[config.mk]
export PLATFORM = sky130hd
export DESIGN_NAME = bf_relax_scheduler_flat
export DESIGN_NICKNAME = d
export VERILOG_FILES = /design/src/rtl/bf_relax_scheduler_pkg.sv /design/src/rtl/bf_relax_scheduler_if.sv /design/src/rtl/bf_relax_scheduler_alu.sv /design/src/rtl/bf_relax_scheduler.sv /design/src/flat_wrapper.sv
export SDC_FILE = /design/constraint.sdc
export NUM_CORES = 1
export LEC_CHECK = 0
export BUFFER_PORTS_ARGS = -buffer_cell sky130_fd_sc_hd__buf_2
export CAP_MARGIN = 20
export CORE_AREA = 2 2 149 151
export DETAILED_ROUTE_END_ITERATION = 8
export DIE_AREA = 0 0 151 153
export SKIP_LAST_GASP = 1
export SLEW_MARGIN = 20
export SYNTH_ARGS = -nofsm -noshare
export SYNTH_HDL_FRONTEND = slang
export SYNTH_SLANG_ARGS = --single-unit
[constraint.sdc]
create_clock -name clock -period 9.6 [get_ports clock]
set_input_delay 1.92 -clock clock [delete_from_list [all_inputs] [get_ports clock]]
set_output_delay 1.92 -clock clock [all_outputs]
set_load 0.05 [all_outputs]
[src/rtl/bf_relax_scheduler_pkg.sv]
// Shared widths, distance limits, edge-word layout and FSM state encoding for the Bellman-Ford scheduler.
// Latency: n/a (types and constants only).
// Backpressure: n/a.
package bf_relax_scheduler_pkg;

    localparam int NODE_W  = 8;   // node index width (up to 256 nodes)
    localparam int EDGE_AW = 13;  // edge-memory address width
    localparam int DIST_W  = 16;  // signed distance / weight width
    localparam int EDGE_DW = 32;  // edge-memory word width

    // 7FFF is reserved as "unreachable"; finite distances stop one below it.
    localparam logic signed [DIST_W-1:0] DIST_INF = 16'sh7FFF;
    localparam logic signed [DIST_W-1:0] DIST_MAX = 16'sh7FFE;
    localparam logic signed [DIST_W-1:0] DIST_MIN = 16'sh8000;

    // Edge word layout: {src, dst, weight}.
    localparam int EDGE_SRC_LSB = 24;
    localparam int EDGE_DST_LSB = 16;
    localparam int EDGE_W_LSB   = 0;

    typedef struct packed {
        logic [NODE_W-1:0]        src;
        logic [NODE_W-1:0]        dst;
        logic signed [DIST_W-1:0] weight;
    } edge_t;

    typedef enum logic [2:0] {
        ST_IDLE     = 3'd0,
        ST_INIT     = 3'd1,
        ST_FETCH    = 3'd2,
        ST_RD_SRC   = 3'd3,
        ST_RD_DST   = 3'd4,
        ST_RELAX    = 3'd5,
        ST_PASS_END = 3'd6,
        ST_DONE     = 3'd7
    } state_t;

    function automatic edge_t decode_edge(input logic [EDGE_DW-1:0] word);
        edge_t e;
        e.src    = word[EDGE_SRC_LSB +: NODE_W];
        e.dst    = word[EDGE_DST_LSB +: NODE_W];
        e.weight = word[EDGE_W_LSB +: DIST_W];
        return e;
    endfunction

endpackage

[src/rtl/bf_relax_scheduler_if.sv]
// Memory-side bus of the scheduler: edge-list read port and distance-memory read/write port.
// Latency: edge_data and dist_rdata arrive one cycle after their address/strobe.
// Backpressure: none; memories are fixed-latency and always ready.
interface bf_relax_scheduler_if;
    import bf_relax_scheduler_pkg::*;

    logic [EDGE_AW-1:0] edge_addr;
    logic               edge_rd;
    logic [EDGE_DW-1:0] edge_data;
    logic [NODE_W-1:0]  dist_addr;
    logic               dist_we;
    logic [DIST_W-1:0]  dist_wdata;
    logic [DIST_W-1:0]  dist_rdata;

    // master: the scheduler; slave: the edge and distance memories.
    modport master (
        output edge_addr, edge_rd, dist_addr, dist_we, dist_wdata,
        input  edge_data, dist_rdata
    );

    modport slave (
        input  edge_addr, edge_rd, dist_addr, dist_we, dist_wdata,
        output edge_data, dist_rdata
    );

endinterface

[src/rtl/bf_relax_scheduler_alu.sv]
// Relaxation arithmetic: cand = sat(dist_src + weight), improve when src reachable and cand < dist_dst.
// Latency: purely combinational.
// Backpressure: none.
module bf_relax_scheduler_alu
    import bf_relax_scheduler_pkg::*;
(
    input  logic signed [DIST_W-1:0] dist_src,
    input  logic signed [DIST_W-1:0] dist_dst,
    input  logic signed [DIST_W-1:0] weight,
    output logic signed [DIST_W-1:0] cand,
    output logic                     improve
);

    // One extra bit so the raw sum can never wrap before saturation.
    localparam logic signed [DIST_W:0] SUM_MAX = (DIST_W+1)'(DIST_MAX);
    localparam logic signed [DIST_W:0] SUM_MIN = (DIST_W+1)'(DIST_MIN);

    logic signed [DIST_W:0] sum;

    always_comb begin
        sum = (DIST_W+1)'(dist_src) + (DIST_W+1)'(weight);
        // Clamp at DIST_MAX, not INF, so a finite path never reads as unreachable.
        if (sum > SUM_MAX) begin
            cand = DIST_MAX;
        end else if (sum < SUM_MIN) begin
            cand = DIST_MIN;
        end else begin
            cand = sum[DIST_W-1:0];
        end
        improve = (dist_src != DIST_INF) && (cand < dist_dst);
    end

endmodule

[src/rtl/bf_relax_scheduler.sv]
// Bellman-Ford sequencer: init distances, up to N-1 relaxation passes (early exit), then a negative-cycle check pass.
// Latency: N+1 init cycles, 4 cycles per edge, 1 cycle per pass end, 1 DONE cycle; bad config finishes 2 cycles after start.
// Backpressure: none; start is ignored while busy, memories are fixed 1-cycle latency.
//
// Ports: clock/reset (async, active-high); start + num_nodes/num_edges/source_node sampled on accepted start;
// mem = edge-list read and distance read/write bus; busy/finish/n_exist/bad_cfg/pass_count = run status.
module bf_relax_scheduler
    import bf_relax_scheduler_pkg::*;
(
    input  logic                 clock,
    input  logic                 reset,
    input  logic                 start,
    input  logic [NODE_W:0]      num_nodes,
    input  logic [EDGE_AW-1:0]   num_edges,
    input  logic [NODE_W-1:0]    source_node,
    bf_relax_scheduler_if.master mem,
    output logic                 busy,
    output logic                 finish,
    output logic                 n_exist,
    output logic                 bad_cfg,
    output logic [NODE_W:0]      pass_count
);

    state_t                   state, state_nxt;

    // Run configuration captured on start.
    logic [NODE_W:0]          nodes_q;
    logic [EDGE_AW-1:0]       edges_q;
    logic [NODE_W-1:0]        src_q;

    logic [NODE_W:0]          init_cnt;     // 0..N-1 writes INF, N writes source=0
    logic [EDGE_AW-1:0]       edge_idx;
    logic                     checking;     // current walk is the negative-cycle check pass
    logic                     pass_changed;

    edge_t                    edge_in;      // edge word as it arrives from memory
    edge_t                    edge_q;       // edge held for the rest of its 4-cycle slot
    logic signed [DIST_W-1:0] dsrc_q;

    logic signed [DIST_W-1:0] alu_cand;
    logic                     alu_improve;

    logic                     last_edge;
    logic                     init_last;
    logic [NODE_W:0]          pass_inc;
    logic                     relax_done;

    assign edge_in    = decode_edge(mem.edge_data);
    assign last_edge  = (edge_idx == edges_q - 1'b1);
    assign init_last  = (init_cnt == nodes_q);
    assign pass_inc   = pass_count + 1'b1;
    // Stop relaxing after a quiet pass or once N-1 passes have run.
    assign relax_done = !pass_changed || (pass_inc == nodes_q - 1'b1);

    // In RELAX the distance memory returns dist[dst] requested during RD_DST.
    bf_relax_scheduler_alu u_alu (
        .dist_src (dsrc_q),
        .dist_dst ($signed(mem.dist_rdata)),
        .weight   (edge_q.weight),
        .cand     (alu_cand),
        .improve  (alu_improve)
    );

    always_ff @(posedge clock or posedge reset) begin
        if (reset) begin
            state <= ST_IDLE;
        end else begin
            state <= state_nxt;
        end
    end

    // Outputs are decoded from the state register, so reset clears dist_we
    // asynchronously and no partial write can land.
    always_comb begin
        state_nxt      = state;
        mem.edge_addr  = edge_idx;
        mem.edge_rd    = 1'b0;
        mem.dist_addr  = edge_q.dst;
        mem.dist_we    = 1'b0;
        mem.dist_wdata = alu_cand;
        busy           = (state != ST_IDLE) && (state != ST_DONE);
        finish         = (state == ST_DONE);

        case (state)
            ST_IDLE: begin
                if (start) begin
                    state_nxt = ST_INIT;
                end
            end
            ST_INIT: begin
                if (bad_cfg) begin
                    state_nxt = ST_DONE;
                end else if (init_last) begin
                    mem.dist_we    = 1'b1;
                    mem.dist_addr  = src_q;
                    mem.dist_wdata = '0;
                    state_nxt      = (edges_q == '0) ? ST_DONE : ST_FETCH;
                end else begin
                    mem.dist_we    = 1'b1;
                    mem.dist_addr  = init_cnt[NODE_W-1:0];
                    mem.dist_wdata = DIST_INF;
                end
            end
            ST_FETCH: begin
                mem.edge_rd = 1'b1;
                state_nxt   = ST_RD_SRC;
            end
            ST_RD_SRC: begin
                // Edge word is valid only this cycle; address dist[src] straight from it.
                mem.dist_addr = edge_in.src;
                state_nxt     = ST_RD_DST;
            end
            ST_RD_DST: begin
                mem.dist_addr = edge_q.dst;
                state_nxt     = ST_RELAX;
            end
            ST_RELAX: begin
                mem.dist_addr = edge_q.dst;
                mem.dist_we   = alu_improve && !checking;
                if (checking && alu_improve) begin
                    state_nxt = ST_DONE;
                end else if (last_edge) begin
                    state_nxt = checking ? ST_DONE : ST_PASS_END;
                end else begin
                    state_nxt = ST_FETCH;
                end
            end
            ST_PASS_END: begin
                state_nxt = ST_FETCH;
            end
            ST_DONE: begin
                state_nxt = ST_IDLE;
            end
            default: begin
                state_nxt = ST_IDLE;
            end
        endcase
    end

    always_ff @(posedge clock or posedge reset) begin
        if (reset) begin
            nodes_q      <= '0;
            edges_q      <= '0;
            src_q        <= '0;
            init_cnt     <= '0;
            edge_idx     <= '0;
            checking     <= 1'b0;
            pass_changed <= 1'b0;
            edge_q       <= '0;
            dsrc_q       <= '0;
            n_exist      <= 1'b0;
            bad_cfg      <= 1'b0;
            pass_count   <= '0;
        end else begin
            case (state)
                ST_IDLE: begin
                    if (start) begin
                        nodes_q      <= num_nodes;
                        edges_q      <= num_edges;
                        src_q        <= source_node;
                        init_cnt     <= '0;
                        edge_idx     <= '0;
                        checking     <= 1'b0;
                        pass_changed <= 1'b0;
                        n_exist      <= 1'b0;
                        bad_cfg      <= ({1'b0, source_node} >= num_nodes);
                        pass_count   <= '0;
                    end
                end
                ST_INIT: begin
                    init_cnt <= init_cnt + 1'b1;
                    edge_idx <= '0;
                    // A single node has no relaxation passes; go straight to checking.
                    checking <= (nodes_q == 9'd1);
                end
                ST_RD_SRC: begin
                    edge_q <= edge_in;
                end
                ST_RD_DST: begin
                    dsrc_q <= $signed(mem.dist_rdata);
                end
                ST_RELAX: begin
                    edge_idx <= edge_idx + 1'b1;
                    if (alu_improve && !checking) begin
                        pass_changed <= 1'b1;
                    end
                    if (alu_improve && checking) begin
                        n_exist <= 1'b1;
                    end
                end
                ST_PASS_END: begin
                    pass_count   <= pass_inc;
                    edge_idx     <= '0;
                    pass_changed <= 1'b0;
                    if (relax_done) begin
                        checking <= 1'b1;
                    end
                end
                default: begin
                end
            endcase
        end
    end

endmodule

[src/flat_wrapper.sv]
// flat-port wrapper written by rule: the top's interface ports become plain ports
module bf_relax_scheduler_flat import bf_relax_scheduler_pkg::*;
  (clock, reset, start, num_nodes, num_edges, source_node, busy, finish, n_exist, bad_cfg, pass_count, mem_edge_addr, mem_edge_rd, mem_dist_addr, mem_dist_we, mem_dist_wdata, mem_edge_data, mem_dist_rdata);
  bf_relax_scheduler_if mem_i ();
  input  logic clock;
  input  logic reset;
  input  logic start;
  input  logic [NODE_W:0] num_nodes;
  input  logic [EDGE_AW-1:0] num_edges;
  input  logic [NODE_W-1:0] source_node;
  output logic busy;
  output logic finish;
  output logic n_exist;
  output logic bad_cfg;
  output logic [NODE_W:0] pass_count;
  output wire logic [$bits(mem_i.edge_addr)-1:0] mem_edge_addr;
  output wire logic [$bits(mem_i.edge_rd)-1:0] mem_edge_rd;
  output wire logic [$bits(mem_i.dist_addr)-1:0] mem_dist_addr;
  output wire logic [$bits(mem_i.dist_we)-1:0] mem_dist_we;
  output wire logic [$bits(mem_i.dist_wdata)-1:0] mem_dist_wdata;
  input wire logic [$bits(mem_i.edge_data)-1:0] mem_edge_data;
  input wire logic [$bits(mem_i.dist_rdata)-1:0] mem_dist_rdata;
  assign mem_edge_addr = mem_i.edge_addr;
  assign mem_edge_rd = mem_i.edge_rd;
  assign mem_dist_addr = mem_i.dist_addr;
  assign mem_dist_we = mem_i.dist_we;
  assign mem_dist_wdata = mem_i.dist_wdata;
  assign mem_i.edge_data = mem_edge_data;
  assign mem_i.dist_rdata = mem_dist_rdata;
  bf_relax_scheduler u_core (.clock(clock), .reset(reset), .start(start), .num_nodes(num_nodes), .num_edges(num_edges), .source_node(source_node), .mem(mem_i), .busy(busy), .finish(finish), .n_exist(n_exist), .bad_cfg(bad_cfg), .pass_count(pass_count));
endmodule
=== After elaboration in Yosys (flattened, before gate mapping) ===
Cells that the tools add are included.

* $add $sub $neg: 6
* Order comparisons: 4
* Eq/ne operators: 18
* Mux-type cells: 31
* Reductions and logical operators: 25

{| class="wikitable"
|+ Operator list
! cell !! number
|-
| 16-bit 2-to-1 mux || 4
|-
| 13-bit case mux with 3 select lines || 1
|-
| 9-bit case mux with 2 select lines || 2
|-
| 3-bit case mux with 8 select lines || 1
|-
| 9-bit by 1-bit adder with 9-bit output, second input constant || 2
|-
| 9-bit == test || 2
|-
| 3-bit 2-to-1 mux || 6
|-
| 16-bit by 16-bit adder with 17-bit output || 1
|-
| 17-bit by 16-bit greater-than comparator with 1-bit output, second input constant || 1
|-
| 17-bit by 16-bit < comparator with 1-bit output, second input constant || 1
|-
| 16-bit < comparator || 1
|-
| 8-bit 2-to-1 mux || 2
|-
| 16-bit inequality test, second input constant || 1
|-
| 8-bit case mux with 2 select lines || 1
|-
| 15-bit 2-to-1 mux || 1
|-
| 13-bit by 1-bit adder with 13-bit output, second input constant || 1
|-
| 13-bit == test || 1
|-
| 13-bit logical NOT || 1
|-
| 13-bit 2-to-1 mux || 1
|-
| 13-bit by 1-bit subtractor with 13-bit output, second input constant || 1
|-
| 3-bit == test, second input constant || 4
|-
| 3-bit nonzero test || 4
|-
| 2-bit AND reduction || 5
|-
| 9-bit by 1-bit == test with 1-bit output, second input constant || 1
|-
| other kinds (19) || 38
|}

* Register bits after elaboration: 108
* Bits of input ports: 81
* Output and inout port bits: 52

=== Longest topological paths before layout ===
* Word-level depth: 9
* Depth in mapped cells: 23

=== Cells and area by module ===
Synthesis repeated with hierarchy kept, for this count alone.

* Cells, all modules: 917
* Area, all modules: 7624.8 um^2

{| class="wikitable"
|+ By module, submodules not included
! module !! times used !! cells an instance !! area each (um^2)
|-
| bf_relax_scheduler || 1 || 683 || 5969.5
|-
| bf_relax_scheduler_alu || 1 || 234 || 1655.3
|}

=== Worst setup path before layout ===
Ideal clock, no wire load.

* Path kind: reg2out
* Start point: reg u_core.dsrc_q[0]
* End point: out mem_dist_we
* Arrival time: 5.058 ns
* Required time: 7.680 ns
* Setup slack: 2.622 ns
* Cell stages (with the launch flop): 24
* Buffers on the path: 1
* Path through: dfrtp_1 ha_1 inv_1 fa_1 nor2b_2 o2111ai_1 a21o_1 a21oi_1 a211o_1 nand3_1 o41ai_2 nand2_2 buf_2 nand2_1 ha_1 a21o_1 a21oi_1 nor2b_1 o21ai_0 nand2b_1 a211oi_1 o2111a_1 o21ai_0 o21ai_0

* Cells in the longest elaborated chain, start to end: 8

{| class="wikitable"
|+ Ends and longest elaborated chain
! what !! RTL line !! RTL
|-
| from (decl) || bf_relax_scheduler.sv:38 || <nowiki>logic signed [DIST_W-1:0] dsrc_q;</nowiki>
|-
| from (signal assigned) || bf_relax_scheduler.sv:180 || <nowiki>dsrc_q <= $signed(mem.dist_rdata);</nowiki>
|-
| 16-bit by 16-bit adder with 17-bit output || bf_relax_scheduler_alu.sv:21 || <nowiki>sum = (DIST_W+1)'(dist_src) + (DIST_W+1)'(weight);</nowiki>
|-
| 17-bit by 16-bit < comparator with 1-bit output || bf_relax_scheduler_alu.sv:25 || <nowiki>end else if (sum < SUM_MIN) begin</nowiki>
|-
| 16-bit 2-to-1 mux || bf_relax_scheduler_alu.sv:25 ||
|-
| 16-bit 2-to-1 mux || bf_relax_scheduler_alu.sv:23 || <nowiki>if (sum > SUM_MAX) begin</nowiki>
|-
| 16-bit < comparator || bf_relax_scheduler_alu.sv:30 || <nowiki>improve = (dist_src != DIST_INF) && (cand < dist_dst);</nowiki>
|-
| 1-bit logical AND (*) || bf_relax_scheduler_alu.sv:30 ||
|-
| 1-bit logical AND (*) || bf_relax_scheduler.sv:119 || <nowiki>mem.dist_we = alu_improve && !checking;</nowiki>
|-
| 1-bit case mux with 2 select lines (*) || bf_relax_scheduler.sv:84 || <nowiki>case (state)</nowiki>
|-
| to (decl) || flat_wrapper.sv:19 || <nowiki>output wire logic [$bits(mem_i.dist_we)-1:0] mem_dist_we;</nowiki>
|}

Every way passes the cells marked *; elsewhere a longest branch is shown, timed or not.

=== Worst setup path in the final report ===
Same ends and word-level chain as after synthesis.

==> impl_metrics.toml <==
[status]
status = "finished clean"

[die]
start_util_pct = 34.6
rows = 54
die_w_microns = 151
io_pins = 133
die_h_microns = 153
die-area_sq_um = 23100
core-area_sq_um = 21500

[synthesis]
synth.avg_cell_area_sq_um = 8.15
yosysWarningCount = 0
synth_cells = 913
netlist.area_leader.share_pct = 36.3
ys_ff_latch = 108
yosys-top-cells-area = "dfrtp_1 (36%), nand2_1 (11%), ha_1 (8.4%)"
synth_fp_nets = 1045
seq_area_frac_synth_pct = 36.3
yosysUniqueCellTypes = 63
synth_top_area_cell = "dfrtp_1"
synth_edf_count = 0
ys.flop_type = "dfrtp_1"
async_flop_share_pct = 100
syn_area_sq_um = 7440

[clock_network]
htree_levels = 3
clock-sinks = 108
cts_buffers = 9
hold_buffers = 0
cts_root_buf = "clkbuf_16"
clk_pin_slew_ps = 80
cts_setup_buffers = 0
insertion_delay_ps = 370
ctsResizeCount = 0
cts_tree = "built"
cts_buffer_depth = 2

[timing]
skew_ps = 12.4
slew_violations = 0
rsz0062_at_grt = "no"
finalSetupViolations = 0
finalCritPeriodShare_pct = 75.1
timing.hold.ws_ps = 482
setup_ws_ps = 2390
tightest_slew_ps = 1070
finalSetupTns_ps = 0
max_freq_mhz = 139
hold_violations = 0
relSlewSlack_pct = 28.5
min_period_ps = 7210

[placed_design]
place_area_sq_um = 8350
place_hpwl_microns = 17000
gp_congestion = 0.918
portBuffers = 132
dp_slack_ps = 2790

[final_layout]
diodes = 0
drive_gt1_share_pct = 16.8
num-nets-final = 1155
layout_commonest_cell = "nand2_1"
fillers = 2275
layout_common_cells = "nand2_1 (211), buf_2 (132), dfrtp_1 (108), o21ai_0 (80)"
stdcell_area_sq_um = 8640
syn_to_final_growth_pct = 16.1

[route]
viasPerCell = 5.18
final_antenna_net_count = 0
drt_wl_total_microns = 21800
routedWlPerCell_microns = 16.7
via_count = 6778
drt_first_pass_iters = 5
detail_route.iter0.violations = 291
drc_errors = 0

[setup_path]
cpMostUsedCell = "o21ai_0"
crit_fanout = 18
critPathArrivalTime_ps = 5290
worstSetupEndpointType = "primary output"
cp.required_ps = 7680
path_cells = "ha_1, inv_1, fa_1, nor2b_2, o2111ai_1, a21oi_1, o41ai_2, xnor2_1, nand4_1, o41ai_2, nand2_2, nand2_1, ha_1, a21o_1, a21oi_1, nor2b_1, o21ai_0, nand2b_1, a211oi_1, o2111a_1, o21ai_0, o21ai_0, buf_2"
slowest_delay_ps = 470
cp-start-kind = "flip-flop"
path_class = "reg2out"
slowest_stage = "o41ai_2"

[grt]
grt_pass1_wl_microns = 34900
first_global_vias = 6417
overflow = 0
antenna_found_initial = 0
grt_max_degree = 61
grtUsageTotal_pct = 19.3

[power]
power_uw = 885
p_leak_nw = 4.06
vdd_ir_drop_max_uv = 79.7
power_density_nw_per_um2 = 102

[hold_path]
hp-class = "reg2reg"

[flow_run]
maxCapViolCount = 0
==> metrics by stage <==
stage / cells / util, %
floorplan: 913 / -
global placement: 1292 / 38.9
detailed placement: 1292 / 38.9
CTS: 1308 / 40.2
global route: 1308 / 40.2
finish: 1308 / 40.2
==> report_power, final <==
part	leakage, nW	switching, mW	total, mW	internal, mW
clock	0.145	0.198	0.381	0.184
sequential	1.23	0.000178	0.455	0.455
combinational	2.69	0.0274	0.0485	0.0211
==> Yosys cell counts (all sizes together), types with 4 or more instances <==
library cell,n
nand2,212
dfrtp,108
o21ai,81
inv,53
ha,50
nor2,47
xnor2,45
a21oi,33
nand3,33
clkbuf,31
xor2,27
nand4,14
nor3,13
a21o,12
a31oi,11
a22oi,10
and3,10
mux2i,10
nand2b,10
and2,9
nor2b,9
nor4,8
buf,7
a211oi,6
and4,4
maj3,4
nand4b,4
==> cell families after synthesis <==
kind of cell / Yosys count / share of synthesized area, %
buffers and inverters: 91 / 4.72
XOR/XNOR: 72 / 8.47
multiplexers: 12 / 1.65
flip-flops: 108 / 36.3
AND/OR/NAND/NOR: 386 / 23.8
adder cells (fa/ha/maj): 55 / 9.21
AO/OA/AOI/OAI: 189 / 15.8
==> registers in the layout (all words and copies together) (netlist names) <==
register              count
u_core.n_exist            1
u_core.init_cnt           9
u_core.edges_q           13
u_core.edge_q            24
u_core.src_q              8
u_core.dsrc_q            16
u_core.pass_count         9
u_core.state              3
u_core.pass_changed       1
u_core.mem.edge_addr     13
u_core.checking           1
u_core.bad_cfg            1
u_core.nodes_q            9
==> worst max-delay path: cells and delay by family, from the launching register on <==
| family | cells | cell delay, ps |
|---|---|---|
| buffers and inverters | 2 | 380 |
| AOI/OAI and AO/OA | 11 | 2490 |
| xor gates and xnor gates | 1 | 200 |
| adders and majority gates | 3 | 680 |
| DFF | 1 | 400 |
| and+or+nand+nor | 6 | 750 |
==> layout make-up <==
| class | count | area [sq um] | area share (%) |
|---|---|---|---|
| flip-flops and latches | 108 | 2700 | 31.3 |
| clock buffers | 9 | 225 | 2.61 |
| clock inverters | 7 | 67.6 | 0.782 |
| multi-input cells | 714 | 4400 | 50.9 |
| inverters | 53 | 201 | 2.33 |
| repair buffers | 137 | 698 | 8.08 |
| well taps | 280 | 350 | 4.05 |
==> path summary, 6_finish.rpt <==
check	to	cells after the start	startpoint	slack [ps]
min in group asynchronous	u_core.mem.edge_addr[10]$_DFFE_PP0P_	2	reset	1640
max	mem_dist_we	23	u_core.dsrc_q[0]$_DFFE_PP0P_	2390
max reg2reg	u_core.state[0]$_DFFE_PP0P_	20	u_core.dsrc_q[0]$_DFFE_PP0P_	4760
min	u_core.src_q[5]$_DFFE_PP0P_	2	u_core.src_q[5]$_DFFE_PP0P_	480
max in group asynchronous	u_core.pass_count[8]$_DFFE_PP0P_	3	reset	6740
min reg2reg	u_core.src_q[5]$_DFFE_PP0P_	2	u_core.src_q[5]$_DFFE_PP0P_	480
==> routing by layer <==
layer  share of wire [%]  GRT usage (%)  wire length, microns
met1                  48           27.6                 10500
met2                  46           30.2                  9940
met3                 4.5           2.84                   984
met5                   0              0                     0
met4                 2.1           5.79                   459
Power figures use the tool's default switching activity.
